==> src/rtl/cnt_arbiter.sv <==
// cnt_arbiter
//   Round-robin arbiter that shares the single counter read port among N_REQ
//   requesters. It serialises requests, returns the response to the winning
//   requester, and aborts a transaction that is not acknowledged within
//   TIMEOUT cycles. An aborted transaction returns 32'hDEAD_BEEF with s_err set.
//
// Ports
//   clock     : single clock
//   reset     : asynchronous, active-high reset
//   s_req     : per-requester request level            [N_REQ]
//   s_addr    : per-requester address, 32 bits each   [32*N_REQ]
//   s_ack     : one-cycle completion pulse             [N_REQ]
//   s_err     : one-cycle timeout flag, with s_ack     [N_REQ]
//   s_data    : shared response data, valid with s_ack [32]
//   m_req     : request to the counter region
//   m_addr    : address to the counter region          [32]
//   m_data    : counter data, valid with m_ack         [32]
//   m_ack     : one-cycle acknowledge from the counter region
//   busy      : a transaction is outstanding (GRANT or RESP)
//   grant_id  : index of the current or most recent grant [3]
module cnt_arbiter #(
  parameter int N_REQ   = 2,
  parameter int TIMEOUT = 255
) (
  input  logic                 clock,
  input  logic                 reset,
  input  logic [N_REQ-1:0]     s_req,
  input  logic [32*N_REQ-1:0]  s_addr,
  output logic [N_REQ-1:0]     s_ack,
  output logic [N_REQ-1:0]     s_err,
  output logic [31:0]          s_data,
  output logic                 m_req,
  output logic [31:0]          m_addr,
  input  logic [31:0]          m_data,
  input  logic                 m_ack,
  output logic                 busy,
  output logic [2:0]           grant_id
);

  typedef enum logic [1:0] {IDLE, GRANT, RESP} state_t;

  localparam logic [15:0]      CNT_LAST = 16'(TIMEOUT - 1);
  localparam logic [N_REQ-1:0] ONE_HOT0 = N_REQ'(1);

  state_t               state, state_nxt;
  logic [2:0]           prio, prio_nxt;
  logic [2:0]           grant_nxt;
  logic [2:0]           winner;
  logic [15:0]          cnt, cnt_nxt;
  logic [N_REQ-1:0]     s_ack_nxt, s_err_nxt;
  logic [31:0]          s_data_nxt, m_addr_nxt;
  logic                 m_req_nxt;
  logic [32*N_REQ-1:0]  addr_shift;

  // First set request bit at or above base, wrapping around. The request
  // vector is doubled and shifted so bit 0 of the rotated view is base.
  function automatic logic [2:0] pick_winner(input logic [N_REQ-1:0] req,
                                             input logic [2:0]       base);
    logic [2*N_REQ-1:0] dbl;
    logic [N_REQ-1:0]   rot;
    logic [N_REQ-1:0]   tmp;
    logic [2:0]         w;
    logic               found;
    int                 idx;
    dbl   = {req, req};
    rot   = N_REQ'(dbl >> base);
    w     = '0;
    found = 1'b0;
    for (int k = 0; k < N_REQ; k++) begin
      tmp = rot >> k;
      if (!found && tmp[0]) begin
        idx = int'(base) + k;
        if (idx >= N_REQ) idx = idx - N_REQ;
        w     = 3'(idx);
        found = 1'b1;
      end
    end
    return w;
  endfunction

  function automatic logic [2:0] next_prio(input logic [2:0] w);
    int w1;
    w1 = int'(w) + 1;
    return (w1 >= N_REQ) ? 3'd0 : 3'(w1);
  endfunction

  assign winner     = pick_winner(s_req, prio);
  assign addr_shift = s_addr >> (32 * int'(winner));
  assign busy       = (state != IDLE);

  always_comb begin
    state_nxt  = state;
    prio_nxt   = prio;
    grant_nxt  = grant_id;
    cnt_nxt    = cnt;
    m_req_nxt  = m_req;
    m_addr_nxt = m_addr;
    s_data_nxt = s_data;
    s_ack_nxt  = '0;
    s_err_nxt  = '0;
    unique case (state)
      IDLE: begin
        if (|s_req) begin
          state_nxt  = GRANT;
          grant_nxt  = winner;
          prio_nxt   = next_prio(winner);
          m_addr_nxt = addr_shift[31:0];
          m_req_nxt  = 1'b1;
          cnt_nxt    = '0;
        end
      end
      GRANT: begin
        // An ack in the last allowed cycle still wins over the abort.
        if (m_ack) begin
          state_nxt  = RESP;
          s_data_nxt = m_data;
          s_ack_nxt  = ONE_HOT0 << grant_id;
          m_req_nxt  = 1'b0;
        end else if (cnt == CNT_LAST) begin
          state_nxt  = RESP;
          s_data_nxt = 32'hDEAD_BEEF;
          s_ack_nxt  = ONE_HOT0 << grant_id;
          s_err_nxt  = ONE_HOT0 << grant_id;
          m_req_nxt  = 1'b0;
        end else begin
          cnt_nxt = cnt + 16'd1;
        end
      end
      RESP: begin
        state_nxt = IDLE;
      end
      default: begin
        state_nxt = IDLE;
        m_req_nxt = 1'b0;
      end
    endcase
  end

  always_ff @(posedge clock or posedge reset) begin
    if (reset) begin
      state    <= IDLE;
      prio     <= '0;
      grant_id <= '0;
      cnt      <= '0;
      m_req    <= 1'b0;
      m_addr   <= '0;
      s_data   <= '0;
      s_ack    <= '0;
      s_err    <= '0;
    end else begin
      state    <= state_nxt;
      prio     <= prio_nxt;
      grant_id <= grant_nxt;
      cnt      <= cnt_nxt;
      m_req    <= m_req_nxt;
      m_addr   <= m_addr_nxt;
      s_data   <= s_data_nxt;
      s_ack    <= s_ack_nxt;
      s_err    <= s_err_nxt;
    end
  end

endmodule

==> config.mk <==
export PLATFORM = sky130hd
export DESIGN_NAME = cnt_arbiter
export DESIGN_NICKNAME = d
export VERILOG_FILES = /design/src/rtl/cnt_arbiter.sv
export SDC_FILE = /design/constraint.sdc
export NUM_CORES = 1
export LEC_CHECK = 0
export BUFFER_PORTS_ARGS = -buffer_cell sky130_fd_sc_hd__buf_2
export CAP_MARGIN = 0
export CORE_UTILIZATION = 45
export DETAILED_ROUTE_END_ITERATION = 10
export PLACE_DENSITY_LB_ADDON = 0.2
export SLEW_MARGIN = 30
export SYNTH_ARGS = -nofsm -noshare
export SYNTH_HDL_FRONTEND = slang
export SYNTH_SLANG_ARGS = --single-unit
export TNS_END_PERCENT = 30
==> constraint.sdc <==
create_clock -name clock -period 6.75 [get_ports clock]
set_input_delay 1.0125 -clock clock [delete_from_list [all_inputs] [get_ports clock]]
set_output_delay 1.0125 -clock clock [all_outputs]
set_load 0.01 [all_outputs]
# Yosys cells after proc, flatten, opt, wreduce, memory -nomap -nowiden
# Index checks and enable logic that the tools add are counted.
# Widths: inputs -> output; s select.
[classes] add_sub_neg=5 n_lt_le_gt_ge=3 eq_ne=7 shift=3 mux=25 n_bitwise=1 reduce_logical=12
[op_table] cell="$mux 32" count=2
[op_table] cell="$shr 64x8->32" count=1
[op_table] cell="$mux 16" count=3
[op_table] cell="$pmux 16 s2" count=1
[op_table] cell="$add 16x1->16 const B" count=1
[op_table] cell="$eq 16x8->1 const B" count=1
[op_table] cell="$mux 2" count=8
[op_table] cell="$mux 3" count=5
[op_table] cell="$add 3x1->4 const B" count=2
[op_table] cell="$ge 4x2->1 const B" count=2
[op_table] cell="$ne 2x2->1 const B" count=3
[op_table] cell="$reduce_and 2->1" count=3
[op_table] cell="$reduce_bool 2->1" count=3
[op_table] cell="$sub 3x2->3 const B" count=2
[op_table] cell="$mux 1" count=4
[op_table] cell="$pmux 2 s2" count=1
[op_table] cell="$reduce_and 4->1" count=1
[op_table] cell="$shr 4x3->2" count=1
[op_table] cell="$ge 3x2->1 const B" count=1
[op_table] cell="$ne 3x3->1 const B" count=1
[op_table] cell="$pmux 1 s3" count=1
[op_table] cell="$reduce_and 3->1" count=1
[op_table] cell="$shl 1x3->2 const A" count=1
[op_table] cell="$eq 2x1->1 const B" count=1
[op_table] cell="6 further kinds" count=6
[word_totals] reg_bits=93 inputBits=101 out_inout_bits=73 wordCells=65

# Longest topological paths before layout
# Gate-level depths: netlist of the first run.
[logic_depth] word_depth=8 mapped_depth=9 depth_no_buf=9

# Worst setup path before layout of the first run
# OpenSTA, ideal clock, no wires.
[synth_timing] kind="input -> register" start="input port s_req[0]" end="register prio[1]" setup_ns=0.101 arrival_ns=2.230 required_ns=6.649 slack_ns=4.420 path_stages=7 path_buffers=2 path_cell_list="nor2b_1 -> nor3b_1 -> buf_2 -> buf_2 -> ha_1 -> nor2b_1 -> o32ai_1"
[synth_via] elab_chain_cells=8 elab_cells_between_ends=11 cone_classes="add/sub (1); order compare (1); shift (1); mux (4); reduce/logical (4)"
[synth_lines] item="start: declaration" line="27" rtl="input logic [N_REQ-1:0] s_req,"
[synth_lines] item="$shr 4x3->2 (*)" line="66" rtl="rot = N_REQ'(dbl >> base);"
[synth_lines] item="$mux 1" line="71" rtl="if (!found && tmp[0]) begin"
[synth_lines] item="$logic_not 1->1" line="71"
[synth_lines] item="$logic_and 1x1->1" line="71"
[synth_lines] item="$mux 3 (*)" line="71"
[synth_lines] item="named net winner[0]" line="48" rtl="logic [2:0] winner;"
[synth_lines] item="$add 3x1->4 (*)" line="83" rtl="w1 = int'(w) + 1;"
[synth_lines] item="$ge 4x2->1" line="84" rtl="return (w1 >= N_REQ) ? 3'd0 : 3'(w1);"
[synth_lines] item="$mux 3 (*)" line="84"
[synth_lines] item="end signal: assignment" line="152" rtl="prio <= prio_nxt;"
[synth_lines] item="end: declaration" line="46" rtl="logic [2:0] prio, prio_nxt;"
# The timed path passes the listed nets; every way through them passes the cells marked *.
# A chain may end at the register's enable or synchronous reset.

# Worst setup path in the final report of the first run
[layout_timing] start="register prio[1]" end="register prio[1]"
[layout_via] elab_chain_cells=8 elab_cells_between_ends=16 cone_classes="add/sub (4); order compare (3); shift (1); mux (6); reduce/logical (2)"
[layout_lines] item="branches (longest 4 deep; another with $add 3x1->4)"
[layout_lines] item="$mux 3 (*)" line="71"
[layout_lines] item="$add 3x1->4 (*)" line="83"
[layout_lines] item="$ge 4x2->1" line="84"
[layout_lines] item="$mux 3 (*)" line="84"
# Every way passes the cells marked *.

==> results of run 1 <==
## power by group through the flow
stage	combinational (mW)	sequential (mW)	clock [mW]
after floorplan	0.374	0.980	0
after global placement	0.761	0.890	0
after detailed placement	0.787	0.897	0
after CTS	0.785	0.892	0.345
after global routing	0.861	0.919	0.368
final	0.774	0.891	0.337
## routing by layer
metal | wire (um) | part of all wire [%] | up-vias | global-route usage [%]
met5 | 0 | 0 | - | 0
met4 | 113 | 1.1 | 0 | 7.24
met3 | 518 | 5.3 | 12 | 4.57
met2 | 4740 | 48 | 121 | 33.2
met1 | 4470 | 45 | 1705 | 27.8
li1 | - | - | 1731 | -
## flip-flops by register name (all words and copies together) (netlist names)
name      count
m_addr       32
s_data       32
cnt          16
grant_id      3
prio          3
s_ack         2
s_err         2
state         2
m_req         1
## logic make-up after synthesis
| group | count (synthesis) | synth area share, % |
|---|---|---|
| AO/OA/AOI/OAI | 105 | 16.6 |
| adder cells (fa/ha/maj) | 6 | 1.75 |
| buffers and inverters | 35 | 4.56 |
| flip-flops | 93 | 54.3 |
| multiplexers | 34 | 7.95 |
| AND/OR/NAND/NOR | 112 | 14.8 |
## worst register-to-register path, delay by kind of cell (launching register included)
family | cells | cell delay (ns)
AO/OA/AOI/OAI | 2 | 0.47
adder cells (fa/ha/maj) | 2 | 0.55
buffers and inverters | 1 | 0.10
flip-flops | 1 | 0.49
AND/OR/NAND/NOR | 2 | 0.63
## worst min path at each step
stage                       endpoint  slack (ns)  startpoint
final                     m_addr[29]        0.48  m_addr[29]
after global routing      s_data[25]        0.51  s_data[25]
after CTS                 m_addr[14]        0.49  m_addr[14]
after detailed placement  m_addr[14]        0.47  m_addr[14]
after global placement    m_addr[17]        0.46  m_addr[17]
after floorplan             state[0]        0.51    state[1]
## area by class of cell
cell class | count | share of cell area (%)
multi-input combinational | 257 | 33.0
clock inverter | 6 | 0.884
inverter | 11 | 0.884
tap | 129 | 3.00
sequential | 93 | 43.3
timing repair buffer | 176 | 16.6
clock buffer | 10 | 2.37
## stage by stage
step | worst slack (ns) | area, um2
after floorplan | 3.32 | 4280
after detailed placement | 4.06 | 5200
after global routing | 4.23 | 5380
final | 4.42 | 5380
after global placement | 3.86 | 5190
after CTS | 4.41 | 5380
## cells in the final DEF (no fill, tap or decap), types with 2 or more instances in the layout
cell type,instances
and2_1,2
nor2b_1,4
buf_2,173
dfrtp_1,93
a22o_1,8
nor2_1,6
ha_1,6
nand3_1,3
and3_1,2
or4_1,11
a21oi_1,14
mux2i_1,34
nand2_1,50
clkbuf_8,9
clkinv_2,2
and4_1,3
inv_1,9
o22a_1,24
nand4_1,3
or3_1,3
nand2b_1,4
o31ai_1,13
buf_4,2
nor3_1,4
clkinv_4,4
nand3_2,2
nor3b_1,2
o21ai_0,36
==> impl_metrics.json, run 1 <==
{
  "post-cts-setup-buffer-count": 0,
  "grt_pass1_vias": 3405,
  "htreeDepth": 3,
  "arrival_ns": 2.59,
  "cts_num_sinks": 93,
  "critPathKind": "flop to flop",
  "power_leakage_nw": 2.62,
  "syn_nets": 492,
  "drc_errors": 0,
  "clk_pin_slew_ns": 0.08,
  "slowest_delay_ns": 0.49,
  "synthArstFlopShare_pct": 100,
  "drive_gt1_share_pct": 36.9,
  "finalSetupTns_ns": 0,
  "path_delay_family": "simple AND/OR/NAND/NOR gates",
  "die_x_um": 99.6,
  "whs_ns": 0.481,
  "synthCells": 385,
  "r2r_start": "prio[1]",
  "synth-seq-cells": 93,
  "synth_cell_types": 51,
  "grt_setup_unrepaired": "no",
  "cp_max_fo": 9,
  "grt-ovfl-total": 0,
  "min_period_ns": 2.33,
  "post_cts_resized": 0,
  "regToRegEndpoint": "prio[1]",
  "critPathBufInv": 1,
  "cp_slowest_cell": "dfrtp_1",
  "synthFlopType": "dfrtp_1",
  "design.core.area_um2": 9240,
  "maxCapViolCount": 0,
  "syn_to_final_growth_pct": 25.6,
  "grt_pass1_wl_mm": 16.4,
  "dr.pass1.iters": 4,
  "final-hold-violation-count": 0,
  "clock_latency_ns": 0.36,
  "power_frac_comb_pct": 38.7,
  "io_buffers": 173,
  "synth_warnings": 0,
  "power_switching_mw": 0.766,
  "whs_path_depth": 2,
  "start_kind": "flop",
  "end_kind": "flop",
  "max_freq_mhz": 428,
  "cts_root_buffer": "clkbuf_8",
  "outcome": "finished clean",
  "stdcell_count": 682,
  "setup_viol": 0,
  "cp-endpoint": "prio[1]",
  "ff2ff_path_depth": 7,
  "grt_max_degree": 71,
  "cts_tree": "built",
  "num_vias": 3569,
  "synth_common_cells": "dfrtp_1 (93), nand2_1 (50), o21ai_0 (36), mux2i_1 (34), o22a_1 (24)",
  "cts_hold_buf": 0,
  "io_pins": 174,
  "slew_violations": 0,
  "antenna_left": 0,
  "synthTopCellsByArea": "dfrtp_1 (54%), mux2i_1 (7.9%), o22a_1 (4.9%), nand2_1 (4.4%), o21ai_0 (4.2%)",
  "num-fill-cells": 805,
  "synth_area_leader_cell": "dfrtp_1",
  "place_congestion": 0.781,
  "yosysSeqAreaShare_pct": 54.3,
  "path_common_cell": "ha_1",
  "yosysMostFrequentCell": "dfrtp_1",
  "cts_buffers": 9,
  "fp-row-count": 35,
  "p_total_mw": 2.00,
  "start_util_pct": 46.4,
  "yosys.area.top_type_share_pct": 54.3,
  "final_nets": 655,
  "place_hpwl_mm": 7.14,
  "syn_area_per_cell_um2": 11.1,
  "required_ns": 7.00,
  "worstSetupPathDepth": 7,
  "multi_input_area_um2": 1780,
  "syn_area_um2": 4280,
  "placedCellCount": 666,
  "wl_per_cell_um": 14.4,
  "internal_power_mw": 1.24,
  "die_h_um": 99.6,
  "hold_path_class": "flop to flop",
  "drtIter0Drc": 246,
  "cts_buffer_depth": 2,
  "grtUsageTotal_pct": 20.7,
  "cp-startpoint": "prio[1]",
  "r2r_slack_ns": 4.42,
  "n_antenna_cell": 0,
  "tightest_slew_ns": 0.862,
  "crit_chain": "inv_1 -> ha_1 -> or4_1 -> a21o_1 -> ha_1 -> nor2b_1 -> o32ai_1",
  "slew_headroom_pct": 42.4,
  "wl_mm": 9.85,
  "peakVddDrop_mv": 0.190,
  "dieArea_um2": 9910,
  "fin_crit_sh_pct": 34.6,
  "antenna_found_initial": 0,
  "synth-edff-count": 0,
  "clkPwrFrac_pct": 16.8,
  "swShare_pct": 38.3,
  "utilization_pct": 58.2,
  "regArea_um2": 2330,
  "p_seq_share_pct": 44.5,
  "powerDensity_nw_per_um2": 372,
  "vias_per_cell": 5.23,
  "fin_skew_ns": 0.0119
}
Note: power is estimated with default switching activity, not from simulation.
==> run 2, diff against run 1 <==
==> constraint.sdc (replaced) <==
create_clock -name clock -period 2.25 [get_ports clock]
set_input_delay 0.3375 -clock clock [delete_from_list [all_inputs] [get_ports clock]]
set_output_delay 0.3375 -clock clock [all_outputs]
set_load 0.01 [all_outputs]
==> impl_metrics.json, run 2 (synthesis results as in run 1) <==
{
  "finalSetupTns_ns": 0,
  "fin_crit_sh_pct": 94.5,
  "regToRegEndpoint": "prio[1]",
  "drc_errors": 0,
  "clk_pin_slew_ns": 0.09,
  "slew_headroom_pct": 39.4,
  "dr_wl_met2_mm": 4.89,
  "finalInstanceArea_um2": 5520,
  "r2r_start": "prio[0]",
  "cp-startpoint": "prio[0]",
  "wl_mm": 10.2,
  "n_antenna_cell": 0,
  "final_nets": 663,
  "slew_violations": 0,
  "crit_chain": "ha_2 -> nor2b_1 -> or4_1 -> a21o_1 -> ha_1 -> nor2b_1 -> o32ai_1",
  "regArea_um2": 2330,
  "drtIter0Drc": 172,
  "tightest_slew_ns": 0.907,
  "multi_input_area_um2": 1770,
  "post-place-ws_ns": 0.103,
  "grt_max_degree": 36,
  "num-fill-cells": 800,
  "drt-met1-wl_mm": 4.55,
  "grt_setup_unrepaired": "no",
  "path_common_cell": "nor2b_1",
  "cts_root_buffer": "clkbuf_8",
  "cp_max_fo": 6,
  "cts_tree": "built",
  "cp_slowest_cell": "dfrtp_2",
  "final-hold-violation-count": 0,
  "powerDensity_nw_per_um2": 1130,
  "drive_gt1_share_pct": 38.3,
  "antenna_left": 0,
  "cts_hold_buf": 0,
  "r2r_slack_ns": 0.12,
  "highest_layer": "met4",
  "die_h_um": 99.6,
  "critPathKind": "flop to flop",
  "grtUsageTotal_pct": 21.2,
  "maxCapViolCount": 0,
  "power_leakage_nw": 2.69,
  "die_x_um": 99.6,
  "cp-endpoint": "prio[1]",
  "dr.pass1.iters": 4,
  "min_period_ns": 2.13,
  "start_util_pct": 46.4,
  "place_hpwl_mm": 7.31,
  "post-cts-setup-buffer-count": 0,
  "grt_pass1_wl_mm": 16.8,
  "utilization_pct": 59.8,
  "htreeDepth": 3,
  "final_common_cell": "buf_2",
  "end_kind": "flop",
  "io_pins": 174,
  "cts_num_sinks": 93,
  "layout_setup_ws_ns": 0.124,
  "io_buffers": 173,
  "design.core.area_um2": 9240,
  "dr_wl_met3_um": 554,
  "hold_path_class": "primary input to async pin",
  "antenna_found_initial": 0,
  "vias_per_cell": 5.30,
  "dieArea_um2": 9910,
  "arrival_ns": 2.38,
  "syn_to_final_growth_pct": 29.0,
  "ff2ff_path_depth": 7,
  "setup_viol": 0,
  "slowest_delay_ns": 0.45,
  "max_freq_mhz": 470,
  "cts_buffers": 9,
  "start_kind": "flop",
  "place_congestion": 0.809,
  "grt_pass1_vias": 3502,
  "required_ns": 2.50,
  "largestRegisters": "m_addr (32), s_data (32), cnt (16)",
  "post_cts_resized": 0,
  "fp-row-count": 35,
  "peakVddDrop_mv": 0.449,
  "dpl-instance-area_um2": 5320,
  "clock_latency_ns": 0.36,
  "cts_buffer_depth": 2,
  "num_vias": 3656,
  "grt-ovfl-total": 0,
  "wl_per_cell_um": 14.7,
  "outcome": "finished clean",
  "most-common-layout-cells": "buf_2 (173), dfrtp_1 (92), nand2_1 (50)",
  "fin_skew_ns": 0.0104
}
## run 2: worst max-delay path: cells and delay by family, from the launching register on
kind / cells / cell delay [ns]
flops: 1 / 0.45
fa+ha+maj: 2 / 0.42
compound gates: 2 / 0.48
simple gates: 3 / 0.69
## run 2: through the flow
| step | std cells | power [mW] | hold WS, ns |
|---|---|---|---|
| after floorplan | 385 | 4.06 | 0.411 |
| after global placement | 674 | 5.05 | 0.458 |
| after detailed placement | 674 | 5.13 | 0.469 |
| after CTS | 690 | 6.27 | 0.132 |
| after global routing | 690 | 6.69 | 0.144 |
| final | 690 | 6.22 | 0.110 |
## run 2: layer usage
layer | vias to the layer above | track usage, %
li1 | 1752 | -
met1 | 1774 | 28.8
met2 | 118 | 33.5
met3 | 12 | 4.64
met4 | 0 | 7.92
met5 | - | 0
## run 2: power breakdown
part / switching [mW] / internal, mW
registers: 0.373 / 2.29
logic: 1.33 / 1.09
clock network: 0.603 / 0.526
total: 2.31 / 3.91
## run 2: worst min-delay path by stage
stage                          start         end  slack, ns  cells after the start
final                          reset  s_data[12]       0.11                      2
after global routing           reset  s_data[12]       0.14                      2
after CTS                      reset  s_data[12]       0.13                      2
after detailed placement   m_addr[0]   m_addr[0]       0.47                      2
after global placement    m_addr[14]  m_addr[14]       0.46                      2
after floorplan                m_ack    s_err[0]       0.41                      1
## run 2: area by class of cell
cell class              count  area share [%]
repair buffers            184            18.3
inverters                  11           0.906
multi-input cells         257            32.1
well taps                 129            2.92
flip-flops and latches     93            42.2
clock buffers              10            2.31
clock inverters             6            1.29
==> run 3, diff against run 2 <==
--- a/config.mk
+++ b/config.mk
@@ -5,9 +5,13 @@
 export SDC_FILE = /design/constraint.sdc
 export NUM_CORES = 1
 export LEC_CHECK = 0
+export ABC_AREA = 1
 export BUFFER_PORTS_ARGS = -buffer_cell sky130_fd_sc_hd__buf_2
 export CAP_MARGIN = 0
-export CORE_UTILIZATION = 45
+export CELL_PAD_IN_SITES_DETAIL_PLACEMENT = 0
+export CELL_PAD_IN_SITES_GLOBAL_PLACEMENT = 1
+export CORE_UTILIZATION = 35
+export CTS_BUF_LIST = sky130_fd_sc_hd__clkbuf_4 sky130_fd_sc_hd__clkbuf_8 sky130_fd_sc_hd__clkbuf_16
 export DETAILED_ROUTE_END_ITERATION = 10
 export PLACE_DENSITY_LB_ADDON = 0.2
 export SLEW_MARGIN = 30
==> impl_metrics.json, run 3 <==
{
  "placedCellCount": 854,
  "io_pins": 174,
  "tightest_slew_ns": 0.502,
  "synth-edff-count": 0,
  "end_kind": "flop",
  "cts_tree": "built",
  "whs_ns": 0.139,
  "final_common_cell": "buf_2",
  "dr.pass1.iters": 4,
  "fin_skew_ns": 0.00729,
  "place_hpwl_mm": 8.25,
  "synthTopCellsByArea": "dfrtp_1 (52%), nand2_1 (12%), mux2i_1 (7.1%), o21ai_0 (5.2%), nor2_1 (5.0%)",
  "max_freq_mhz": 529,
  "maxCapViolCount": 0,
  "cts_num_sinks": 93,
  "grt-ovfl-total": 0,
  "most-common-layout-cells": "buf_2 (173), nand2_1 (141), dfrtp_1 (93)",
  "synth_area_leader_cell": "dfrtp_1",
  "arrival_ns": 2.15,
  "synth_warnings": 0,
  "cts_root_buffer": "clkbuf_16",
  "wl_per_cell_um": 13.0,
  "p_total_mw": 6.98,
  "power_leakage_nw": 3.07,
  "hold_path_class": "primary input to async pin",
  "utilization_pct": 46.4,
  "grt_max_degree": 94,
  "grt_setup_unrepaired": "no",
  "grt_pass1_vias": 3864,
  "antenna_found_initial": 0,
  "drive_gt1_share_pct": 30.8,
  "peakVddDrop_mv": 0.420,
  "cp_max_fo": 32,
  "vias_per_cell": 4.63,
  "start_kind": "flop",
  "stdcell_count": 869,
  "final_nets": 800,
  "yosysMostFrequentCell": "nand2_1",
  "cts_buffer_depth": 2,
  "syn_area_um2": 4500,
  "synthCells": 523,
  "ff2ff_path_depth": 8,
  "io_buffers": 173,
  "design.core.area_um2": 12600,
  "final-hold-violation-count": 0,
  "fp-row-count": 41,
  "fin_crit_sh_pct": 84.0,
  "synthFlopType": "dfrtp_1",
  "min_period_ns": 1.89,
  "powerDensity_nw_per_um2": 1200,
  "syn_area_per_cell_um2": 8.60,
  "drtIter0Drc": 169,
  "htreeDepth": 3,
  "num_vias": 4024,
  "finalSetupTns_ns": 0,
  "critPathKind": "flop to flop",
  "start_util_pct": 35.8,
  "synth_cell_types": 31,
  "drc_errors": 0,
  "cts_hold_buf": 0,
  "syn_nets": 630,
  "slew_violations": 0,
  "clk_pin_slew_ns": 0.07,
  "yosys.area.top_type_share_pct": 51.7,
  "clock_latency_ns": 0.34,
  "setup_viol": 0,
  "yosysSeqAreaShare_pct": 51.7,
  "die_h_um": 115,
  "outcome": "finished clean",
  "place_congestion": 0.815,
  "synth-seq-cells": 93,
  "dieArea_um2": 13300,
  "slew_headroom_pct": 66.6,
  "syn_to_final_growth_pct": 29.6,
  "antenna_left": 0,
  "die_x_um": 115,
  "n_antenna_cell": 0,
  "grtUsageTotal_pct": 17.8,
  "synthArstFlopShare_pct": 100,
  "cts_buffers": 9,
  "synth_common_cells": "nand2_1 (141), dfrtp_1 (93), nor2_1 (60), o21ai_0 (47)",
  "largestRegisters": "m_addr (32), s_data (32), cnt (16)",
  "wl_mm": 11.3,
  "grt_pass1_wl_mm": 18.2,
  "required_ns": 2.51
}
[run 3: critical path: stages, from the launching register on]
cell     delay (ns)
dfrtp_1        0.39
inv_1          0.09
ha_1           0.32
inv_1          0.06
nand3_1        0.07
nand2_1        0.08
a21oi_2        0.30
nand2_4        0.25
o21ai_0        0.23
[run 3: final timing paths]
check	slack [ns]	start	to
hold / removal	0.14	reset	s_data[11]
setup / recovery	0.36	prio[1]	m_addr[8]
setup reg to reg	0.36	prio[1]	m_addr[8]
max in group asynchronous	1.73	reset	cnt[1]
hold reg to reg	0.46	state[0]	m_req
min in group clock	0.19	m_data[17]	s_data[17]
[run 3: cell families (layout without fill, tap and decap cells)]
| family | after synthesis | in the layout | synth area share, % |
|---|---|---|---|
| flip-flops | 93 | 93 | 51.7 |
| multiplexers | 32 | 32 | 7.12 |
| AND/OR/NAND/NOR | 253 | 253 | 23.4 |
| adder cells (fa/ha/maj) | 6 | 6 | 1.67 |
| XOR/XNOR | 5 | 5 | 0.974 |
| AO/OA/AOI/OAI | 77 | 77 | 8.90 |
| buffers and inverters | 57 | 231 | 6.18 |
[run 3: cell type report]
cell class	instances	area, um2
Fill cell	1269	6740
Sequential cell	93	2330
Multi-Input combinational cell	373	1910
Timing Repair Buffer	180	956
Clock buffer	10	239
Tap cell	172	215
Inverter	36	145
Clock inverter	5	36.3
[run 3: stage by stage]
| stage | area, um2 | setup slack (ns) |
|---|---|---|
| 5_1_grt | 5830 | 0.156 |
| 2_1_floorplan | 4500 | 0.645 |
| 4_1_cts | 5820 | 0.199 |
| 3_3_place_gp | 5550 | 0.353 |
| 3_5_place_dp | 5550 | 0.190 |
| 6_report | 5830 | 0.359 |
[run 3: metal layers]
| metal | vias to the layer above | GRT usage, % | routed length, um |
|---|---|---|---|
| li1 | 2041 | - | - |
| met4 | 0 | 8.14 | 208 |
| met5 | - | 0 | 0 |
| met2 | 131 | 29.4 | 5440 |
| met1 | 1838 | 22.4 | 5040 |
| met3 | 14 | 3.74 | 618 |
[run 3: what timing repair did]
action                     CTS  global route
gates resized for setup      0             1
setup buffers                0             0
setup endpoints to repair    0             1
[run 3: power breakdown]
group / leakage (nW) / switching [mW] / total, mW / internal [mW]
Combinational: 1.76 / 1.77 / 2.85 / 1.08
Clock: 0.139 / 0.651 / 1.43 / 0.777
Sequential: 1.17 / 0.382 / 2.70 / 2.32
Total: 3.07 / 2.80 / 6.98 / 4.18
